File: config.mk
export PLATFORM = sky130hd
export DESIGN_NAME = hazard_fwd_unit
export DESIGN_NICKNAME = d
export VERILOG_FILES = /design/src/rtl/hazard_fwd_unit.sv
export SDC_FILE = /design/constraint.sdc
export NUM_CORES = 1
export LEC_CHECK = 0
export ABC_CLOCK_PERIOD_IN_PS = 2750
export BUFFER_PORTS_ARGS = -buffer_cell sky130_fd_sc_hd__buf_2
export CAP_MARGIN = 20
export CELL_PAD_IN_SITES_DETAIL_PLACEMENT = 0
export CELL_PAD_IN_SITES_GLOBAL_PLACEMENT = 1
export CORE_ASPECT_RATIO = 2
export CORE_UTILIZATION = 32
export CTS_BUF_LIST = sky130_fd_sc_hd__clkbuf_4 sky130_fd_sc_hd__clkbuf_8
export CTS_CLUSTER_DIAMETER = 50
export DETAILED_ROUTE_END_ITERATION = 7
export PLACE_DENSITY = 0.92
export SLEW_MARGIN = 10
export SYNTH_ARGS = -nofsm -noshare
export SYNTH_HDL_FRONTEND = slang
export SYNTH_SLANG_ARGS = --single-unit
File: constraint.sdc
create_clock -name clk -period 2.75 [get_ports clk]
set_clock_uncertainty 0.2 [all_clocks]
set_input_delay 0.1375 -clock clk [delete_from_list [all_inputs] [get_ports clk]]
set_output_delay 0.1375 -clock clk [all_outputs]
set_load 0.01 [all_outputs]
File: src/rtl/hazard_fwd_unit.sv
// Purpose: in-flight destination scoreboard, operand bypass select, load-use/multi-cycle hold, jump flush, stall count.
// Latency: forwarding, hold_o and flush_o onset are combinational; scoreboard and counters update on the next clk edge.
// Backpressure: hold_o freezes the front end and converts the ID slot into a bubble; flush_o squashes the issued instruction.
module hazard_fwd_unit #(
    parameter int XLEN      = 32,
    parameter int AW        = 5,
    parameter int NRD       = 2,
    parameter int NFWD      = 3,
    parameter int FLUSH_CYC = 2
) (
    input  logic                 clk,
    input  logic                 rst_n,
    input  logic                 iss_valid_i,
    input  logic                 iss_we_i,
    input  logic [AW-1:0]        iss_waddr_i,
    input  logic                 iss_load_i,
    input  logic [NRD*AW-1:0]    id_raddr_i,
    input  logic [NRD*XLEN-1:0]  reg_rdata_i,
    input  logic [NFWD*XLEN-1:0] stage_wdata_i,
    input  logic                 alu_busy_i,
    input  logic                 jump_flag_i,
    output logic [NRD*XLEN-1:0]  fwd_rdata_o,
    output logic                 hold_o,
    output logic                 flush_o,
    output logic [31:0]          stall_cnt_o
);

    localparam int FW = ($clog2(FLUSH_CYC) < 2) ? 2 : $clog2(FLUSH_CYC);

    logic [NFWD-1:0] v_q, v_d, we_q, we_d, load_q, load_d;
    logic [AW-1:0]   addr_q [NFWD];
    logic [AW-1:0]   addr_d [NFWD];
    logic [FW-1:0]   fcnt_q, fcnt_d;
    logic [31:0]     stall_cnt_q, stall_cnt_d;
    logic            hazard_any;
    logic            jump_take;
    logic            flush_raw;

    assign jump_take = jump_flag_i & ~alu_busy_i;
    assign flush_raw = jump_take | (fcnt_q != '0);

    // Outputs are gated by reset so the block is inert while rst_n is low.
    assign flush_o     = rst_n & flush_raw;
    assign hold_o      = rst_n & ~flush_raw & (alu_busy_i | hazard_any);
    assign stall_cnt_o = stall_cnt_q;

    always_comb begin
        fwd_rdata_o = reg_rdata_i;
        hazard_any  = 1'b0;
        for (int r = 0; r < NRD; r++) begin
            logic [AW-1:0] ra;
            logic          win0;
            ra   = id_raddr_i[r*AW +: AW];
            win0 = 1'b0;
            // Walk oldest to youngest so the youngest (lowest k) match wins.
            for (int k = NFWD - 1; k >= 0; k--) begin
                if (v_q[k] && we_q[k] && (addr_q[k] == ra) && (addr_q[k] != '0)) begin
                    fwd_rdata_o[r*XLEN +: XLEN] = stage_wdata_i[k*XLEN +: XLEN];
                    win0 = (k == 0);
                end
            end
            if (ra == '0) begin
                fwd_rdata_o[r*XLEN +: XLEN] = '0;
                win0 = 1'b0;
            end
            if (iss_valid_i && win0 && (load_q[0] || alu_busy_i)) begin
                hazard_any = 1'b1;
            end
        end
    end

    always_comb begin
        v_d    = v_q;
        we_d   = we_q;
        load_d = load_q;
        addr_d = addr_q;
        for (int k = 2; k < NFWD; k++) begin
            v_d[k]    = v_q[k-1];
            we_d[k]   = we_q[k-1];
            load_d[k] = load_q[k-1];
            addr_d[k] = addr_q[k-1];
        end
        if (alu_busy_i) begin
            // EX is occupied: entry 0 stays put and a bubble drains into MEM.
            v_d[1]    = 1'b0;
            we_d[1]   = 1'b0;
            load_d[1] = 1'b0;
        end else begin
            v_d[1]    = v_q[0];
            we_d[1]   = we_q[0];
            load_d[1] = load_q[0];
            addr_d[1] = addr_q[0];
            v_d[0]    = iss_valid_i & ~hold_o & ~flush_o;
            we_d[0]   = iss_we_i;
            load_d[0] = iss_load_i;
            addr_d[0] = iss_waddr_i;
        end
    end

    always_comb begin
        fcnt_d = fcnt_q;
        if (jump_take) begin
            fcnt_d = FW'(FLUSH_CYC - 1);
        end else if (fcnt_q != '0) begin
            fcnt_d = fcnt_q - 1'b1;
        end
        stall_cnt_d = stall_cnt_q;
        if (hold_o && (stall_cnt_q != 32'hFFFF_FFFF)) begin
            stall_cnt_d = stall_cnt_q + 32'd1;
        end
    end

    always_ff @(posedge clk or negedge rst_n) begin
        if (!rst_n) begin
            v_q         <= '0;
            we_q        <= '0;
            load_q      <= '0;
            for (int k = 0; k < NFWD; k++) begin
                addr_q[k] <= '0;
            end
            fcnt_q      <= '0;
            stall_cnt_q <= '0;
        end else begin
            v_q         <= v_d;
            we_q        <= we_d;
            load_q      <= load_d;
            addr_q      <= addr_d;
            fcnt_q      <= fcnt_d;
            stall_cnt_q <= stall_cnt_d;
        end
    end

endmodule
==> results_dict.tcl <==
set metrics [dict create \
    clock.fmax_mhz 337 \
    min_delay_path_depth 2 \
    cts_buffer_depth 2 \
    yosys_warnings 0 \
    hold_path.class "in2reg" \
    multi_input_area_sq_um 3380 \
    p_sw_share_pct 34.0 \
    vias 5825 \
    num_io_pins 280 \
    r2r_cells 8 \
    p_clk_share_pct 19.8 \
    antenna_found_initial 11 \
    hold_end "we_q[1]" \
    synth_ff_type "dfrtp_1" \
    wl_per_cell_um 19.9 \
    cp-startpoint "addr_q[1]" \
    critPathRequiredTime_ps 2410 \
    crit_fanout 3 \
    wl_um 21600 \
    synth_seq_cells 56 \
    clkSlewWorstSetupHoldPaths_ps 100 \
    leakage_nw 4.12 \
    netlist.area_leader.share_pct 29.6 \
    drive_gt1_share_pct 50.7 \
    critPathArrivalTime_ps 2630 \
    cts_root_buf "clkbuf_8" \
    r2r_end "stall_cnt_o[14]" \
    period_needed_ps 2970 \
    setup_viol 64 \
    grt_use_total_pct 25.7 \
    die_h_um 174 \
    rows 62 \
    power_density_nw_per_um2 305 \
    vdd_drop_max_v 0.000501 \
    fillers 1360 \
    numCtsBuffers 5 \
    grt_pass1_vias 5670 \
    crit_type "reg2out" \
    area.growth.synth_to_final_pct 65.5 \
    yosys-top-cells-area "dfrtp_1 (30%), mux2i_1 (14%), a22o_1 (12%)" \
    hold_viol 0 \
    fin_util_pct 54.3 \
    final_nets 1064 \
    grt_pass1_wl_um 29900 \
    dr.pass1.iters 4 \
    max_slew_margin_pct 65.0 \
    rr_startpoint "addr_q[11]" \
    die_area_sq_um 15300 \
    ys_types 45 \
    syn_nets 722 \
    worst_setup_path_end_kind "output pin" \
    place_congestion 0.918 \
    initialDrtViolationCount 213 \
    synth_enable_flop_cells 0 \
    drv_cap 0 \
    die_w_um 88.0 \
    setup_tns_ps -8590 \
    yosysTopAreaCell "dfrtp_1" \
    r2r_setup_slack_ps 70 \
    async_flop_share_pct 100 \
    grt_max_degree 43 \
    comb_power_share_pct 39.2 \
    drv_slew 0 \
    internal_power_mw 1.58 \
    clock-sinks 56 \
    seq_area_sq_um 1400 \
    worst_slack_ps -219 \
    grt-ovfl-total 0 \
    syn_inst 538 \
    dp_hpwl_um 14500 \
    htreeDepth 2 \
    initial_core_util_pct 32.8 \
    detail_route.vias_per_cell 5.38 \
    period_share_pct 108 \
    core_area_sq_um 14400 \
    pwr-share-seq_pct 41.0 \
    detail-route-antenna-nets 0 \
    tightest_slew_ps 526 \
    cts_tree "yes" \
    mappedNetlistArea_sq_um 4730 \
    drc 0 \
    hp-start "alu_busy_i" \
    seq_area_frac_synth_pct 29.6 \
    synth.avg_cell_area_sq_um 8.80 \
    rsz0062_at_grt "yes" \
    port-buffer-count 279 \
    switchingPower_mw 0.812 \
    violations "negative setup slack" \
    clock_latency_ps 320 \
    status "complete, but fails checks" \
    startpoint_type "flop" \
]
-- per-stage QoR --
stage / power, mW / hold WS (ps) / worst slack [ps] / instance area [sq um] / cells
global route: 2.52 / 44.3 / -326 / 7820 / 1078
floorplan: 1.40 / -358 / 385 / 4730 / 538
CTS: 2.31 / 30.6 / -194 / 7360 / 1058
finish: 2.39 / 32.5 / -219 / 7830 / 1083
global placement: 1.78 / -52.8 / -128 / 6530 / 1007
detailed placement: 1.79 / -57.4 / -198 / 6530 / 1007
-- layer usage --
layer	track usage (%)	up-vias	part of all wire (%)
li1	-	2671	-
met1	25.9	2775	35
met2	45.4	301	52
met3	7.12	76	7.7
met4	15.4	2	5.2
met5	0	-	0.060
-- repair_timing --
item                                    in CTS  in global routing
endpoints found under the hold margin       65                  0
pin swaps                                   11                 58
hold buffers                                 9                  0
resized for setup                           35                 77
gates cloned                                 9                  6
buffers inserted                            26                 17
endpoints found under the setup margin      64                 76
-- worst max path at each step --
| stage | end | slack (ps) | cells past startpoint |
|---|---|---|---|
| 2_1_floorplan | stall_cnt_o[14] | 390 | 7 |
| 3_3_place_gp | fwd_rdata_o[0] | -130 | 9 |
| 3_5_place_dp | fwd_rdata_o[0] | -200 | 9 |
| 4_1_cts | fwd_rdata_o[14] | -190 | 12 |
| 5_1_grt | fwd_rdata_o[31] | -330 | 11 |
| 6_report | fwd_rdata_o[31] | -220 | 10 |
-- state kept, by name, indices dropped and copies added, names as in the netlist --
register	count
addr_d	5
addr_q	10
fcnt_q	2
load_q	1
stall_cnt_o	32
v_q	3
we_q	3
-- worst max-delay path, stage by stage, from the launching register on --
cell     delay (ps)
dfrtp_1         400
or3_1           370
o311a_1         370
nand4_1         140
nor3_4           60
buf_6           140
buf_6           120
mux2i_2         190
a21oi_2          70
a22o_1          280
buf_2           170
-- final cells by class --
type | instances | share of cell area, %
antenna | 10 | 0.320
clock buffer | 6 | 0.975
clock inverter | 2 | 0.176
inverter | 5 | 0.240
multi-input combinational | 442 | 43.2
sequential | 56 | 17.9
tap | 192 | 3.07
timing repair buffer | 370 | 34.1
-- power by group through the flow --
stage          logic [mW]  registers (mW)  clock network [mW]
6_report            0.937           0.981               0.472
5_1_grt              1.01           0.990               0.520
4_1_cts             0.842           0.983               0.488
3_5_place_dp        0.788            1.00                   0
3_3_place_gp        0.781           0.999                   0
2_1_floorplan       0.399            1.00                   0
-- logic make-up after synthesis --
| family | count (synthesis) | synth area share, % |
|---|---|---|
| buffers and inverters | 40 | 4.39 |
| XOR/XNOR | 62 | 11.6 |
| multiplexers | 76 | 16.4 |
| flip-flops | 56 | 29.6 |
| AO/OA/AOI/OAI | 141 | 20.7 |
| AND/OR/NAND/NOR | 161 | 16.8 |
| adder cells (fa/ha/maj) | 2 | 0.529 |
-- synth_stat cells (all sizes together), types with 2 or more instances --
master	count
ha	2
nor3	12
dfrtp	56
and3	6
nand4	13
nor2b	2
xnor2	33
nand2	16
or4	3
nor4	3
mux2	12
and2	2
buf	28
a22o	65
clkbuf	7
inv	5
nand3	16
mux2i	64
a21oi	68
xor2	29
o211ai	2
nor2	77
and4	3
and4bb	2
-- cell usage in the layout (no fill, tap or decap), types with 19 or more instances in the layout --
cell type  instances
buf_12            19
dfrtp_1           55
mux2i_1           59
buf_4             33
a22o_1            65
nor2_2            20
a21oi_1           46
xnor2_1           32
nor2_1            55
buf_2            274
a21oi_2           19
xor2_1            29
(Power assumes the default switching activity.)
